File: src/rtl/time_counter.sv
// time_counter: 24-hour BCD real-time counter with set-mode load from the time-set FSM
module time_counter #(
    parameter int TICK_DIV = 100000000,
    parameter int PRE_W    = 27
) (
    input  logic       clk,
    input  logic       reset,
    input  logic       isset,
    input  logic [1:0] set_hour1,
    input  logic [3:0] set_hour2,
    input  logic [3:0] set_min1,
    input  logic [3:0] set_min2,
    input  logic [3:0] set_sec1,
    input  logic [3:0] set_sec2,
    output logic [1:0] hour1,
    output logic [3:0] hour2,
    output logic [3:0] min1,
    output logic [3:0] min2,
    output logic [3:0] sec1,
    output logic [3:0] sec2,
    output logic       sec_tick,
    output logic       day_wrap
);
    typedef enum logic {SET, RUN} state_t;
    state_t           state, state_nx;
    logic [PRE_W-1:0] pre, pre_cur, pre_nx;
    logic [1:0]       hour1_nx;
    logic [3:0]       hour2_nx, min1_nx, min2_nx, sec1_nx, sec2_nx;
    logic             tick, tick_nx, wrap_nx;
    logic             sec_ok, min_ok, hour_ok;
    logic             s2_c, s1_c, m2_c, m1_c, h_wrap;
    // prescaler restarts from zero on the first run edge after set mode
    assign pre_cur = (state == RUN) ? pre : '0;
    assign tick    = !isset && (pre_cur == PRE_W'(TICK_DIV - 1));
    assign sec_ok  = (set_sec1 <= 4'd5) && (set_sec2 <= 4'd9);
    assign min_ok  = (set_min1 <= 4'd5) && (set_min2 <= 4'd9);
    assign hour_ok = !((set_hour1 == 2'd3) || (set_hour2 > 4'd9) ||
                       (set_hour1 == 2'd2 && set_hour2 > 4'd3));
    assign s2_c    = sec2 == 4'd9;
    assign s1_c    = s2_c && sec1 == 4'd5;
    assign m2_c    = s1_c && min2 == 4'd9;
    assign m1_c    = m2_c && min1 == 4'd5;
    assign h_wrap  = m1_c && hour1 == 2'd2 && hour2 == 4'd3;
    // next-state, load validation and carry chain
    always_comb begin
        state_nx = isset ? SET : RUN;
        pre_nx   = '0;
        tick_nx  = 1'b0;
        wrap_nx  = 1'b0;
        hour1_nx = hour1;
        hour2_nx = hour2;
        min1_nx  = min1;
        min2_nx  = min2;
        sec1_nx  = sec1;
        sec2_nx  = sec2;
        if (isset) begin
            hour1_nx = hour_ok ? set_hour1 : 2'd0;
            hour2_nx = hour_ok ? set_hour2 : 4'd0;
            min1_nx  = min_ok ? set_min1 : 4'd0;
            min2_nx  = min_ok ? set_min2 : 4'd0;
            sec1_nx  = sec_ok ? set_sec1 : 4'd0;
            sec2_nx  = sec_ok ? set_sec2 : 4'd0;
        end else begin
            pre_nx  = tick ? '0 : pre_cur + PRE_W'(1);
            tick_nx = tick;
            if (tick) begin
                wrap_nx  = h_wrap;
                sec2_nx  = s2_c ? 4'd0 : sec2 + 4'd1;
                sec1_nx  = s1_c ? 4'd0 : (s2_c ? sec1 + 4'd1 : sec1);
                min2_nx  = m2_c ? 4'd0 : (s1_c ? min2 + 4'd1 : min2);
                min1_nx  = m1_c ? 4'd0 : (m2_c ? min1 + 4'd1 : min1);
                hour2_nx = !m1_c ? hour2 : (h_wrap || hour2 == 4'd9) ? 4'd0 : hour2 + 4'd1;
                hour1_nx = !m1_c ? hour1 : h_wrap ? 2'd0 : (hour2 == 4'd9) ? hour1 + 2'd1 : hour1;
            end
        end
    end
    // registered state, prescaler, digits and pulses
    always_ff @(posedge clk or negedge reset) begin
        if (!reset) begin
            state    <= SET;
            pre      <= '0;
            hour1    <= 2'd0;
            hour2    <= 4'd0;
            min1     <= 4'd0;
            min2     <= 4'd0;
            sec1     <= 4'd0;
            sec2     <= 4'd0;
            sec_tick <= 1'b0;
            day_wrap <= 1'b0;
        end else begin
            state    <= state_nx;
            pre      <= pre_nx;
            hour1    <= hour1_nx;
            hour2    <= hour2_nx;
            min1     <= min1_nx;
            min2     <= min2_nx;
            sec1     <= sec1_nx;
            sec2     <= sec2_nx;
            sec_tick <= tick_nx;
            day_wrap <= wrap_nx;
        end
    end
endmodule

File: config.mk
export PLATFORM = sky130hd
export DESIGN_NAME = time_counter
export DESIGN_NICKNAME = d
export VERILOG_FILES = /design/src/rtl/time_counter.sv
export SDC_FILE = /design/constraint.sdc
export NUM_CORES = 1
export LEC_CHECK = 0
export CORE_MARGIN = 3
export CORE_UTILIZATION = 53
export CTS_CLUSTER_DIAMETER = 150
export DETAILED_ROUTE_END_ITERATION = 6
export DONT_BUFFER_PORTS = 1
export HOLD_SLACK_MARGIN = 0.1
export MAX_ROUTING_LAYER = met4
export PLACE_DENSITY = 0.67
export SKIP_CTS_REPAIR_TIMING = 1
export SYNTH_ARGS = -nofsm -noshare
export SYNTH_HDL_FRONTEND = slang
export SYNTH_SLANG_ARGS = --single-unit
File: constraint.sdc
create_clock -name clk -period 3.24 [get_ports clk]
set_input_delay 0.648 -clock clk [delete_from_list [all_inputs] [get_ports clk]]
set_output_delay 0.648 -clock clk [all_outputs]
set_load 0.005 [all_outputs]
Word level (Yosys, flattened, before mapping)
Index checks and enable logic that the tools add are counted.
{ "classes": {"muxes": 37, "addsub": 7, "eq_ne": 10, "order_cmp": 6, "reduce_logical": 24} }
{ "ops": {"columns": ["op", "count"], "rows": [
  ["4-bit 2-to-1 mux", 24],
  ["27-bit 2-to-1 mux", 3],
  ["27-bit by 1-bit adder with 27-bit output, second input constant", 1],
  ["27-bit equality test, second input constant", 1],
  ["4-bit by 1-bit adder with 4-bit output, second input constant", 5],
  ["4-bit equality test, second input constant", 3],
  ["2-bit 2-to-1 mux", 6],
  ["3-bit nonzero test", 4],
  ["1-bit logical AND", 9],
  ["4-bit by 3-bit equality test with 1-bit output, second input constant", 2],
  ["4-bit by 3-bit <= comparator with 1-bit output, second input constant", 2],
  ["4-bit <= comparator, second input constant", 2],
  ["2-bit AND reduction", 4],
  ["2-bit equality test, second input constant", 3],
  ["4-bit by 2-bit equality test with 1-bit output, second input constant", 1],
  ["4-bit by 2-bit > comparator with 1-bit output, second input constant", 1],
  ["4-bit > comparator, second input constant", 1],
  ["1-bit 2-to-1 mux", 4],
  ["2-bit nonzero test", 2],
  ["1-bit logical OR", 3],
  ["3-bit AND reduction", 1],
  ["2-bit by 1-bit adder with 2-bit output, second input constant", 1],
  ["1-bit logical NOT", 1]
]} }
{ "word_totals": {"elab_cells": 94, "inputBits": 25, "regBits": 52, "out_inout_bits": 24} }

Logic depth before layout (Yosys ltp)
{ "logic_depth": {"ltp_word": 11, "mapped_depth": 11, "ltp_nobuf": 7} }

Least setup slack after synthesis
No wires, ideal clock.
{ "synth_timing": {"kind": "register to register", "startpoint": "register state", "endpoint": "register sec1[3]", "t_required_ns": 3.162, "path_slack_ns": 0.688, "path_buffers": 3, "setup_time_ns": 0.078, "period_less_slack_ns": 2.552, "path_stages_with_launch": 11, "t_arrival_ns": 2.474, "path_cell_list": "dfrtp_1 -> buf_4 -> clkbuf_1 -> and2_1 -> ha_1 -> nand3_1 -> nor3_1 -> buf_2 -> nand4_4 -> or4_1 -> a21oi_1"} }
{ "synth_via": {"elab_chain_cells": 5} }
{ "synth_lines": {"columns": ["item", "line", "rtl"], "rows": [
  ["from (decl)", "25", "state_t state, state_nx;"],
  ["from (signal assigned)", "91", "state <= state_nx;"],
  ["27-bit 2-to-1 mux", "33", "assign pre_cur = (state == RUN) ? pre : '0;"],
  ["27-bit equality test", "34", "assign tick = !isset && (pre_cur == PRE_W'(TICK_DIV - 1));"],
  ["1-bit logical AND", "34", null],
  ["2-bit nonzero test (no line)", null, null],
  ["2-bit AND reduction (no line)", null, null],
  ["to (signal assigned)", "97", "sec1 <= sec1_nx;"],
  ["to (decl)", "19", "output logic [3:0] sec1,"]
]} }
No other way between the ends.
A chain may end at the register's enable or synchronous reset.

Final worst setup path
{ "layout_timing": {"startpoint": "register state", "endpoint": "register hour1[0]"} }
{ "layout_via": {"elab_chain_cells": 5} }
{ "layout_lines": {"columns": ["item", "line", "rtl"], "rows": [
  ["27-bit 2-to-1 mux", "33", null],
  ["27-bit equality test", "34", null],
  ["1-bit logical AND", "34", null],
  ["2-bit nonzero test (no line)", null, null],
  ["3-bit AND reduction (no line)", null, null],
  ["to (signal assigned)", "93", "hour1 <= hour1_nx;"],
  ["to (decl)", "15", "output logic [1:0] hour1,"]
]} }
No other way between the ends.

==> flow_summary.toml <==
[run_status]
status = "finished clean"

[synthesis]
yosysUniqueCellTypes = 63
async_reset_ff_frac = 1.00
postSynthAreaPerCell_um2 = 9.10
yosys_warnings = 0
yosysSeqAreaShare = 0.403
synth_cells = 355
synthFlopType = "dfrtp_1"
syn_nets = 390
ys_ff_latch = 52
syn_area_um2 = 3230
synth_edf_count = 0

[critical_path]
cp_max_fo = 11
cp.required_ns = 3.44
reg2regPathDepth = 8
worstSetupPathType = "reg -> reg"
slowest_delay_ns = 0.49
arrival_ns = 2.65
crit_path_end_kind = "register"
cpMaxStageDelayCell = "dfrtp_1"
r2r_setup_slack_ns = 0.79
critPathLaunchType = "register"
r2r-start = "state"
path_cells = "and2_1, ha_1, nand3_1, nor3_1, buf_4, and4_1, nand2_1, o311ai_1"
r2r_end = "hour1[0]"

[placed_design]
io_buffers = 0
dp_hpwl_um = 5220
place_congestion = 0.831

[sta]
finalSetupViolCount = 0
tns_ns = 0
hold_ws_ns = 0.183
fin_crit_sh = 0.756
relSlewSlack = 0.401
maxSlewViolCount = 0
post-route-min-period_ns = 2.45
worst_pin_slew_ns = 0.891
fin_worst_skew_ns = 0.0109
hold_violations = 0
fmax_mhz = 408
rsz0062_at_grt = "false"

[final_layout]
fill_cells = 525
fin_nets = 384
drive_above_1_share = 0.0714
antenna_cells = 0
utilization = 0.594
areaGrowthSynthToFinish_pct = 5.08

[floorplanning]
die_area_um2 = 7070
core-area_um2 = 5710
die_w_um = 84.1
ios = 49
start_util = 0.566
die_h_um = 84.1
num_rows = 27

[global_routing]
antenna_found_initial = 0
grt_usage = 0.220
first_global_vias = 2595
grt-ovfl-total = 0
grt_max_degree = 53
grt_pass1_wl_um = 12500

[clock_network]
cts.clk_slew.worst_paths_ns = 0.10
cts_tree = "done"
cts-buffers-inserted = 5
ctsHtreeMaxLevel = 2
clk-insertion-delay-late_ns = 0.31
cts_buffer_depth = 2
cts_num_sinks = 52
cts-root-buf = "clkbuf_8"

[power]
peakVddDrop_mv = 0.169
p_per_area_nw_per_um2 = 355
p_leak_nw = 1.41

[route]
route.vias.total = 2702
drc = 0
avgViaCountPerCell = 6.40
drt_wl_total_um = 7390
firstDrtPassIters = 4
first_iter_violations = 183
wire_per_inst_um = 17.5
ant_nets = 0

[flow_run]
cap_violations = 0

[hold_path]
min_path_type = "in -> async"
==> metrics by stage <==
stage / instances / total power, W / cell area [um2] / worst slack (ns)
2_1_floorplan: 355 / 0.000800 / 3230 / 0.688
3_3_place_gp: 413 / 0.000820 / 3270 / 0.839
3_5_place_dp: 413 / 0.000823 / 3270 / 0.807
4_1_cts: 421 / 0.00120 / 3370 / 0.786
5_1_grt: 422 / 0.00128 / 3390 / 0.556
6_report: 422 / 0.00120 / 3390 / 0.791
==> cells in the final DEF (no fill, tap or decap), types with 4 or more instances in the layout <==
cell,n
a21oi_1,14
and2_1,7
and3_1,5
buf_4,4
clkbuf_8,5
dfrtp_1,52
ha_1,10
inv_1,14
nand2_1,28
nand3_1,32
nand4_1,16
nor2_1,35
nor3_1,10
nor4_1,4
o21ai_0,10
xnor2_1,12
xor2_1,15
==> cell usage after synthesis, drive strengths merged (3+ instances only) <==
cell / n / area [um2]
dfrtp: 52 / 1300
nor2: 37 / 158
nand3: 32 / 160
nand2: 28 / 105
nand4: 18 / 134
xor2: 15 / 131
a21oi: 14 / 70.1
inv: 14 / 52.6
clkbuf: 12 / 45.0
nor3: 12 / 82.6
o21ai: 12 / 60.1
xnor2: 12 / 105
ha: 10 / 125
and2: 7 / 43.8
buf: 6 / 30.0
nor4: 6 / 50.0
and3: 5 / 31.3
or4: 4 / 33.8
a32oi: 3 / 26.3
and3b: 3 / 26.3
and4: 3 / 26.3
mux2i: 3 / 30.0
nand2b: 3 / 18.8
nand3b: 3 / 22.5
nor2b: 3 / 18.8
o211ai: 3 / 22.5
or4b: 3 / 30.0
==> worst max-delay path, delay by kind of cell, from the launching register on <==
kind                       cells  cell delay [ns]
and+or+nand+nor                5             1.12
DFF                            1             0.49
AOI/OAI and AO/OA              1             0.30
buffers and inverters          1             0.22
adders and majority gates      1             0.20
==> report_power, final <==
group,switching (W),total [W],internal [W]
Sequential,0.0000402,0.000712,0.000672
Clock,0.000223,0.000379,0.000155
Combinational,0.0000629,0.000114,0.0000510
==> worst max path at each step <==
stage               startpoint  endpoint  cells past startpoint
floorplan                state   sec1[3]                     10
global placement         state   pre[18]                      8
detailed placement       state    pre[9]                      8
CTS                      state    pre[9]                      8
global route             state  hour1[0]                      8
finish                   state  hour1[0]                      8
==> routing by layer <==
metal	track usage	wire [um]	vias up
met5	-	0	-
li1	-	-	1280
met4	0.0512	91	0
met1	0.313	3500	1322
met3	0.0415	422	13
met2	0.327	3370	87
==> cells by family (layout without fill, tap and decap cells) <==
family | Yosys count | after routing | synth area share
simple gates | 177 | 177 | 0.320
mux | 3 | 3 | 0.00930
fa+ha+maj | 10 | 10 | 0.0387
buf+inv | 32 | 27 | 0.0395
compound gates | 54 | 54 | 0.116
flops | 52 | 52 | 0.403
xor+xnor | 27 | 27 | 0.0732
==> sequential cells by signal, indices dropped and copies added, names as in the netlist <==
register,count
pre,27
day_wrap,1
sec_tick,1
hour2,4
sec2,4
state,1
hour1,2
sec1,4
min1,4
min2,4
==> area by class of cell <==
class / instances / area, um2 / share of cell area
Multi-Input combinational cell: 271 / 1800 / 0.531
Tap cell: 72 / 90.1 / 0.0265
Clock inverter: 3 / 22.5 / 0.00664
Timing Repair Buffer: 5 / 57.6 / 0.0170
Sequential cell: 52 / 1300 / 0.383
Inverter: 14 / 52.6 / 0.0155
Clock buffer: 5 / 68.8 / 0.0203
No activity file was read; power rests on OpenSTA's default activity.
